--- src/rtl/link_pkg.sv ---
// link_pkg
//   Shared types and helpers for the load-link / store-conditional
//   reservation unit (link_monitor and link_entry).
//
//   Contents:
//     LINK_DEF_*     default configuration constants
//     link_addr_t    container for a stored granule address (zero-extended)
//     link_entry_t   per-channel reservation state {valid, addr, cnt}
//     link_match()   granule compare of two addresses
//
//   Configuration macro: LINK_TIMEOUT_EN adds the age counter field to
//   link_entry_t; without it the struct carries no counter at all.
package link_pkg;

  localparam int LINK_DEF_BITS      = 32;
  localparam int LINK_DEF_CHANNELS  = 2;
  localparam int LINK_DEF_GRAN_BITS = 0;
  localparam int LINK_DEF_TIMEOUT   = 16;

  // Fixed-width containers so the struct can live in a package. The
  // unused high bits are always zero and are trimmed by synthesis.
  localparam int LINK_ADDR_MAX = 64;
  localparam int LINK_CNT_MAX  = 16;

  typedef logic [LINK_ADDR_MAX-1:0] link_addr_t;

  typedef struct packed {
    logic                    valid;
    link_addr_t              addr;
`ifdef LINK_TIMEOUT_EN
    logic [LINK_CNT_MAX-1:0] cnt;
`endif
  } link_entry_t;

  // Two addresses belong to the same reservation granule when they agree
  // above the low gran_bits bits.
  function automatic logic link_match(input link_addr_t a,
                                      input link_addr_t b,
                                      input int         gran_bits);
    return (a >> gran_bits) == (b >> gran_bits);
  endfunction

endpackage

--- src/rtl/link_entry.sv ---
// link_entry
//   One reservation slot. Holds the valid bit, the reserved granule
//   address and (with LINK_TIMEOUT_EN) an age down-counter.
//
//   Ports:
//     clk, rst_   clock, asynchronous active-low reset
//     set         load-link on this channel: arm and capture load_addr
//     clear       store-conditional issued by this channel
//     snoop       store or foreign successful SC hit this granule
//     load_addr   granule address to capture on set
//     valid       registered reservation valid
//     addr        registered reservation granule address
//
//   Configuration macro: LINK_TIMEOUT_EN enables the TIMEOUT parameter and
//   the expiry counter.
module link_entry
  import link_pkg::*;
`ifdef LINK_TIMEOUT_EN
#(
  parameter int TIMEOUT = LINK_DEF_TIMEOUT
)
`endif
(
  input  logic       clk,
  input  logic       rst_,
  input  logic       set,
  input  logic       clear,
  input  logic       snoop,
  input  link_addr_t load_addr,
  output logic       valid,
  output link_addr_t addr
);

  link_entry_t entry_q;
  link_entry_t entry_d;

  // Update order: invalidations first, then expiry, then the load-link,
  // so an LL always re-arms its own slot regardless of same-cycle kills.
  always_comb begin
    entry_d = entry_q;
    if (clear || snoop) begin
      entry_d.valid = 1'b0;
`ifdef LINK_TIMEOUT_EN
      entry_d.cnt   = '0;
`endif
    end
`ifdef LINK_TIMEOUT_EN
    else if (entry_q.valid) begin
      // The edge seen with a count of 1 is the last one the slot lives through.
      if (entry_q.cnt == LINK_CNT_MAX'(1)) begin
        entry_d.valid = 1'b0;
        entry_d.cnt   = '0;
      end else begin
        entry_d.cnt = entry_q.cnt - LINK_CNT_MAX'(1);
      end
    end
`endif
    if (set) begin
      entry_d.valid = 1'b1;
      entry_d.addr  = load_addr;
`ifdef LINK_TIMEOUT_EN
      entry_d.cnt   = LINK_CNT_MAX'(TIMEOUT);
`endif
    end
  end

  always_ff @(posedge clk or negedge rst_) begin
    if (!rst_) begin
      entry_q <= '0;
    end else begin
      entry_q <= entry_d;
    end
  end

  assign valid = entry_q.valid;
  assign addr  = entry_q.addr;

endmodule

--- src/rtl/link_monitor.sv ---
// link_monitor
//   Multi-channel load-link / store-conditional reservation unit for the
//   MEM stage. Keeps one reservation per channel and resolves SC requests
//   in the same cycle.
//
//   Parameters: BITS (address/data width), CHANNELS (reservations),
//   GRAN_BITS (ignored low address bits), TIMEOUT (reservation lifetime,
//   only with LINK_TIMEOUT_EN). CH_W is derived.
//
//   Ports:
//     clk, rst_            clock, asynchronous active-low reset
//     ll_valid/ll_ch/ll_addr   load-link request
//     sc_valid/sc_ch/sc_addr   store-conditional request
//     st_valid/st_addr         ordinary store from any channel
//     sc_ok                SC succeeds (combinational)
//     sc_wr_               active-low data-memory write strobe for the SC
//     sc_rdata             register writeback {zeros, sc_ok}
//     link_valid           registered per-channel reservation valid
//
//   Configuration macro: LINK_TIMEOUT_EN makes reservations expire
//   TIMEOUT cycles after their load-link.
module link_monitor
  import link_pkg::*;
#(
  parameter int  BITS      = LINK_DEF_BITS,
  parameter int  CHANNELS  = LINK_DEF_CHANNELS,
  parameter int  GRAN_BITS = LINK_DEF_GRAN_BITS,
  parameter int  TIMEOUT   = LINK_DEF_TIMEOUT,
  localparam int CH_W      = (CHANNELS > 1) ? $clog2(CHANNELS) : 1
)
(
  input  logic                clk,
  input  logic                rst_,
  input  logic                ll_valid,
  input  logic [CH_W-1:0]     ll_ch,
  input  logic [BITS-1:0]     ll_addr,
  input  logic                sc_valid,
  input  logic [CH_W-1:0]     sc_ch,
  input  logic [BITS-1:0]     sc_addr,
  input  logic                st_valid,
  input  logic [BITS-1:0]     st_addr,
  output logic                sc_ok,
  output logic                sc_wr_,
  output logic [BITS-1:0]     sc_rdata,
  output logic [CHANNELS-1:0] link_valid
);

  if (CHANNELS < 1 || TIMEOUT < 1 || BITS > LINK_ADDR_MAX || GRAN_BITS >= BITS) begin : g_bad_params
    $error("link_monitor: illegal parameter combination");
  end

  link_addr_t ll_wide;
  link_addr_t sc_wide;
  link_addr_t st_wide;
  link_addr_t ll_gran;
  link_addr_t sc_gran;
  link_addr_t st_gran;

  link_addr_t          entry_addr [CHANNELS];
  logic [CHANNELS-1:0] entry_valid;
  logic [CHANNELS-1:0] ll_sel;
  logic [CHANNELS-1:0] sc_sel;
  logic [CHANNELS-1:0] match_sc;
  logic [CHANNELS-1:0] match_st;
  logic [CHANNELS-1:0] snoop;
  logic                st_kills_sc;
  logic                sc_pass;

  assign ll_wide = LINK_ADDR_MAX'(ll_addr);
  assign sc_wide = LINK_ADDR_MAX'(sc_addr);
  assign st_wide = LINK_ADDR_MAX'(st_addr);

  // Stored addresses are already granule-aligned, so compare against the
  // shifted request addresses with no further masking.
  assign ll_gran = ll_wide >> GRAN_BITS;
  assign sc_gran = sc_wide >> GRAN_BITS;
  assign st_gran = st_wide >> GRAN_BITS;

  // One-hot channel decode. An index with no matching channel selects
  // nothing, which is how out-of-range requests are dropped.
  always_comb begin
    ll_sel   = '0;
    sc_sel   = '0;
    match_sc = '0;
    match_st = '0;
    for (int c = 0; c < CHANNELS; c++) begin
      ll_sel[c]   = ll_valid && (ll_ch == CH_W'(c));
      sc_sel[c]   = sc_valid && (sc_ch == CH_W'(c));
      match_sc[c] = link_match(entry_addr[c], sc_gran, 0);
      match_st[c] = link_match(entry_addr[c], st_gran, 0);
    end
  end

  // A same-cycle ordinary store to the granule is ordered ahead of the SC.
  assign st_kills_sc = st_valid && link_match(st_wide, sc_wide, GRAN_BITS);
  assign sc_pass     = (|(sc_sel & entry_valid & match_sc)) && !st_kills_sc;

  // The issuing channel is handled by its own clear input; snoop covers
  // stores (issuer included) and other channels hit by a successful SC.
  always_comb begin
    snoop = '0;
    for (int c = 0; c < CHANNELS; c++) begin
      snoop[c] = (st_valid && match_st[c]) ||
                 (sc_pass && !sc_sel[c] && match_sc[c]);
    end
  end

  for (genvar c = 0; c < CHANNELS; c++) begin : g_entry
`ifdef LINK_TIMEOUT_EN
    link_entry #(
      .TIMEOUT (TIMEOUT)
    ) u_entry (
      .clk       (clk),
      .rst_      (rst_),
      .set       (ll_sel[c]),
      .clear     (sc_sel[c]),
      .snoop     (snoop[c]),
      .load_addr (ll_gran),
      .valid     (entry_valid[c]),
      .addr      (entry_addr[c])
    );
`else
    link_entry u_entry (
      .clk       (clk),
      .rst_      (rst_),
      .set       (ll_sel[c]),
      .clear     (sc_sel[c]),
      .snoop     (snoop[c]),
      .load_addr (ll_gran),
      .valid     (entry_valid[c]),
      .addr      (entry_addr[c])
    );
`endif
  end

  assign sc_ok      = sc_pass;
  assign sc_wr_     = ~sc_pass;
  assign sc_rdata   = BITS'(sc_pass);
  assign link_valid = entry_valid;

endmodule

--- config.mk ---
export PLATFORM = sky130hd
export DESIGN_NAME = link_monitor
export DESIGN_NICKNAME = d
export VERILOG_FILES = /design/src/rtl/link_pkg.sv /design/src/rtl/link_entry.sv /design/src/rtl/link_monitor.sv
export SDC_FILE = /design/constraint.sdc
export NUM_CORES = 1
export LEC_CHECK = 0
export ABC_AREA = 1
export CAP_MARGIN = 20
export CORE_ASPECT_RATIO = 1.1
export CORE_MARGIN = 2
export CORE_UTILIZATION = 45
export CTS_CLUSTER_SIZE = 16
export DETAILED_ROUTE_END_ITERATION = 10
export PLACE_DENSITY_LB_ADDON = 0.25
export SETUP_SLACK_MARGIN = 0.2
export SLEW_MARGIN = 20
export SYNTH_ARGS = -nofsm -noshare
export SYNTH_HDL_FRONTEND = slang
export SYNTH_SLANG_ARGS = --single-unit
--- constraint.sdc ---
create_clock -name clk -period 1.45 [get_ports clk]
set_input_delay 0.2175 -clock clk [delete_from_list [all_inputs] [get_ports clk]]
set_output_delay 0.2175 -clock clk [all_outputs]
set_load 0.005 [all_outputs]
==> run_results.csv <==
group,metric,value,unit
sta,worst_slack,-0.623,ns
detailed_routing,firstDrtPassIters,5,
detailed_routing,vias_per_cell,4.81,
cts,clk_pin_slew,0.06,ns
finish,syn2layout_area_growth,50.1,%
sta,setup_viol,5,
pwr,p_sw_frac,0.339,
detailed_routing,finalWirelength,19600,um
sta,min_period_over_period,1.43,
setup_path,path_max_fanout,2,
finish,drive_gt1_frac,0.211,
pwr,p_leak,4.21,nW
finish,final_cell_mix,"nand2_1 (301), buf_4 (160), inv_1 (106)",
sta,period_minus_slack,2.07,ns
finish,final_nets,1208,
global_routing,track_usage,0.319,
outcome,status,"complete, but fails checks",
floorplan,core,0.0115,sq mm
global_routing,grt_pass1_vias,5736,
synth,ys_warn_count,0,
pwr,ir_worst_vdd,0.000522,V
finish,diodes,0,
cts,cts_sinks,66,
sta,fin_tns_setup,-2.53,ns
cts,cts_tree,"yes",
setup_path,cp-start-kind,"flip-flop",
placement,pre_cts_ws,-1.05,ns
global_routing,grt_overflow,0,
outcome,violations,"negative setup slack",
setup_path,worst-setup-path-type,"flip-flop to primary output",
pwr,power_switching,2.34,mW
finish,n_fill_cell,1050,
floorplan,io_pins,139,
placement,gp_congestion,1.01,
cts,clockBufferDepth,2,
floorplan,die_w,108,um
cts,cts-buffers-inserted,9,
synth,synth_cells,840,
detailed_routing,ant_nets,0,
sta,fmax,0.482,GHz
synth,avgSynthCellArea,6.34,sq um
cts,clkLatencyLatePin,0.34,ns
hold_path,min_path_type,"input port to asynchronous set/reset pin",
pwr,pwr-share-clk,0.299,
pwr,seq_power_share,0.328,
global_routing,antenna_found_initial,0,
pwr,combinationalPowerShare,0.373,
job,maxCapViolCount,0,
placement,post-dp-hpwl,16200,um
setup_path,endpoint_kind,"primary output",
finish,final_common_cell,"nand2_1",
floorplan,initial_core_util,0.463,
synth,synth.distinct_cells,33,
floorplan,fp-row-count,41,
placement,port_buffers,107,
synth,syn_area,0.00533,sq mm
setup_path,worstPathRequired,1.23,ns
synth,synth_seq_cells,66,
floorplan,die_h,118,um
pwr,power_density,863,mW/mm^2
sta,slew_violations,0,
global_routing,grt_pass1_wl,30400,um
setup_path,cp_data_arrival_time,1.86,ns
detailed_routing,drc,0,
detailed_routing,drtIter0Drc,407,
cts,htreeDepth,3,
floorplan,die_area,0.0127,sq mm
pwr,intPower,4.56,mW
global_routing,grt_max_degree,67,
cts,cts-root-buf,"clkbuf_16",
sta,hold_violations,0,
sta,rsz0062_at_grt,"yes",
synth,yosysSeqAreaShare,0.310,
sta,fin_skew,0.00322,ns
detailed_routing,wl_per_cell,15.5,um
detailed_routing,num_vias,6063,
## final timing paths
kind / startpoint / to / slack (ns) / depth (start not counted)
min in group clk: ll_addr[11] / g_entry[0].u_entry.addr[11]$_DFFE_PN0P_ / 0.45 / 3
worst min register to register: g_entry[1].u_entry.addr[4]$_DFFE_PN0P_ / g_entry[1].u_entry.addr[4]$_DFFE_PN0P_ / 0.52 / 2
worst max-delay path: g_entry[0].u_entry.addr[20]$_DFFE_PN0P_ / sc_ok / -0.62 / 11
max in group asynchronous: rst_ / g_entry[0].u_entry.addr[26]$_DFFE_PN0P_ / 0.72 / 3
worst min-delay path: rst_ / g_entry[1].u_entry.addr[10]$_DFFE_PN0P_ / 0.44 / 3
worst max register to register: g_entry[0].u_entry.addr[20]$_DFFE_PN0P_ / g_entry[0].u_entry.valid$_DFFE_PN0P_ / -0.34 / 13
## power groups by stage
stage | Combinational (mW) | Clock (mW) | Sequential, mW
after floorplan | 1.09 | 0 | 2.31
after global placement | 2.49 | 0 | 2.28
after detailed placement | 2.51 | 0 | 2.29
after CTS | 2.53 | 2.07 | 2.26
after global routing | 2.81 | 2.17 | 2.29
final | 2.57 | 2.06 | 2.26
## Yosys cell counts
| library cell | instances | area share |
|---|---|---|
| nand3_1 | 20 | 0.019 |
| conb_1 | 1 | 0.00070 |
| and2_1 | 1 | 0.0012 |
| xnor2_2 | 2 | 0.0061 |
| o211ai_1 | 3 | 0.0042 |
| inv_2 | 16 | 0.011 |
| o21ai_2 | 1 | 0.0016 |
| or2_2 | 6 | 0.0070 |
| nor2_2 | 2 | 0.0023 |
| a211oi_1 | 1 | 0.0014 |
| nor3_1 | 7 | 0.0066 |
| and2_2 | 1 | 0.0014 |
| nor2_1 | 70 | 0.049 |
| clkbuf_1 | 13 | 0.0092 |
| buf_6 | 1 | 0.0021 |
| o22ai_1 | 14 | 0.016 |
| dfrtp_1 | 66 | 0.31 |
| nor4_1 | 3 | 0.0035 |
| a21oi_1 | 1 | 0.00094 |
| nand2_1 | 308 | 0.22 |
| nand3_2 | 1 | 0.0019 |
| nand2_2 | 1 | 0.0012 |
| xor2_1 | 12 | 0.020 |
| nand4_1 | 10 | 0.012 |
| o221ai_1 | 1 | 0.0016 |
| buf_2 | 1 | 0.00094 |
| xnor2_1 | 55 | 0.090 |
| o2111ai_1 | 1 | 0.0016 |
| inv_1 | 107 | 0.075 |
| or2_0 | 1 | 0.0012 |
| buf_4 | 34 | 0.048 |
| o21ai_0 | 78 | 0.073 |
| nand3b_1 | 1 | 0.0014 |
## state kept, by name, summed over array words and instances (netlist names)
name and flops:
g_entry.u_entry.addr 64, g_entry.u_entry.valid 2
## layout make-up
type	instances	area, sq um	area share
tap	150	188	0.0235
clock inverter	5	30.0	0.00376
multi-input combinational	632	3090	0.386
inverter	123	462	0.0578
timing repair buffer	273	2330	0.292
sequential	66	1650	0.207
clock buffer	11	243	0.0304
## critical path, cell delays in order (launching register included)
cell	delay, ns
dfrtp_1	0.39
xnor2_1	0.14
buf_4	0.17
nand2_4	0.05
nor2_4	0.13
nand2_1	0.07
nor2_2	0.13
nand3_1	0.10
nand2_2	0.11
o21ai_4	0.07
inv_2	0.05
buf_2	0.10
## stage by stage
step                      hold slack [ns]  instances  utilization  cell area, sq um  power (mW)
after CTS                           0.449       1258        0.692              7950        6.86
after detailed placement            0.270       1241        0.667              7660        4.80
after global routing                0.474       1260        0.696              7990        7.27
after global placement              0.267       1241        0.667              7660        4.78
final                               0.437       1260        0.696              7990        6.90
after floorplan                   -0.0781        870            -              5440        3.40
## layer usage
| layer | GRT usage | share of wire | wire, um | vias up |
|---|---|---|---|---|
| met1 | 0.417 | 0.43 | 8410 | 2758 |
| met3 | 0.0532 | 0.063 | 1230 | 37 |
| met4 | 0.124 | 0.033 | 643 | 0 |
| met2 | 0.522 | 0.47 | 9280 | 226 |
| li1 | - | - | - | 3042 |
| met5 | 0 | 0 | 0 | - |
## cell families after synthesis
family	synth area share
xor+xnor	0.116
compound gates	0.101
other cells	0.000704
flops	0.310
buf+inv	0.147
simple gates	0.325
## repair_timing
action	in CTS	in global routing
pin swaps	13	7
endpoints found under the setup margin	7	5
hold buffers	1	0
gates resized for setup	49	6
endpoints found under the hold margin	66	0
buffers inserted	0	2
gates cloned	0	0
Note: power is estimated with default switching activity, not from simulation.
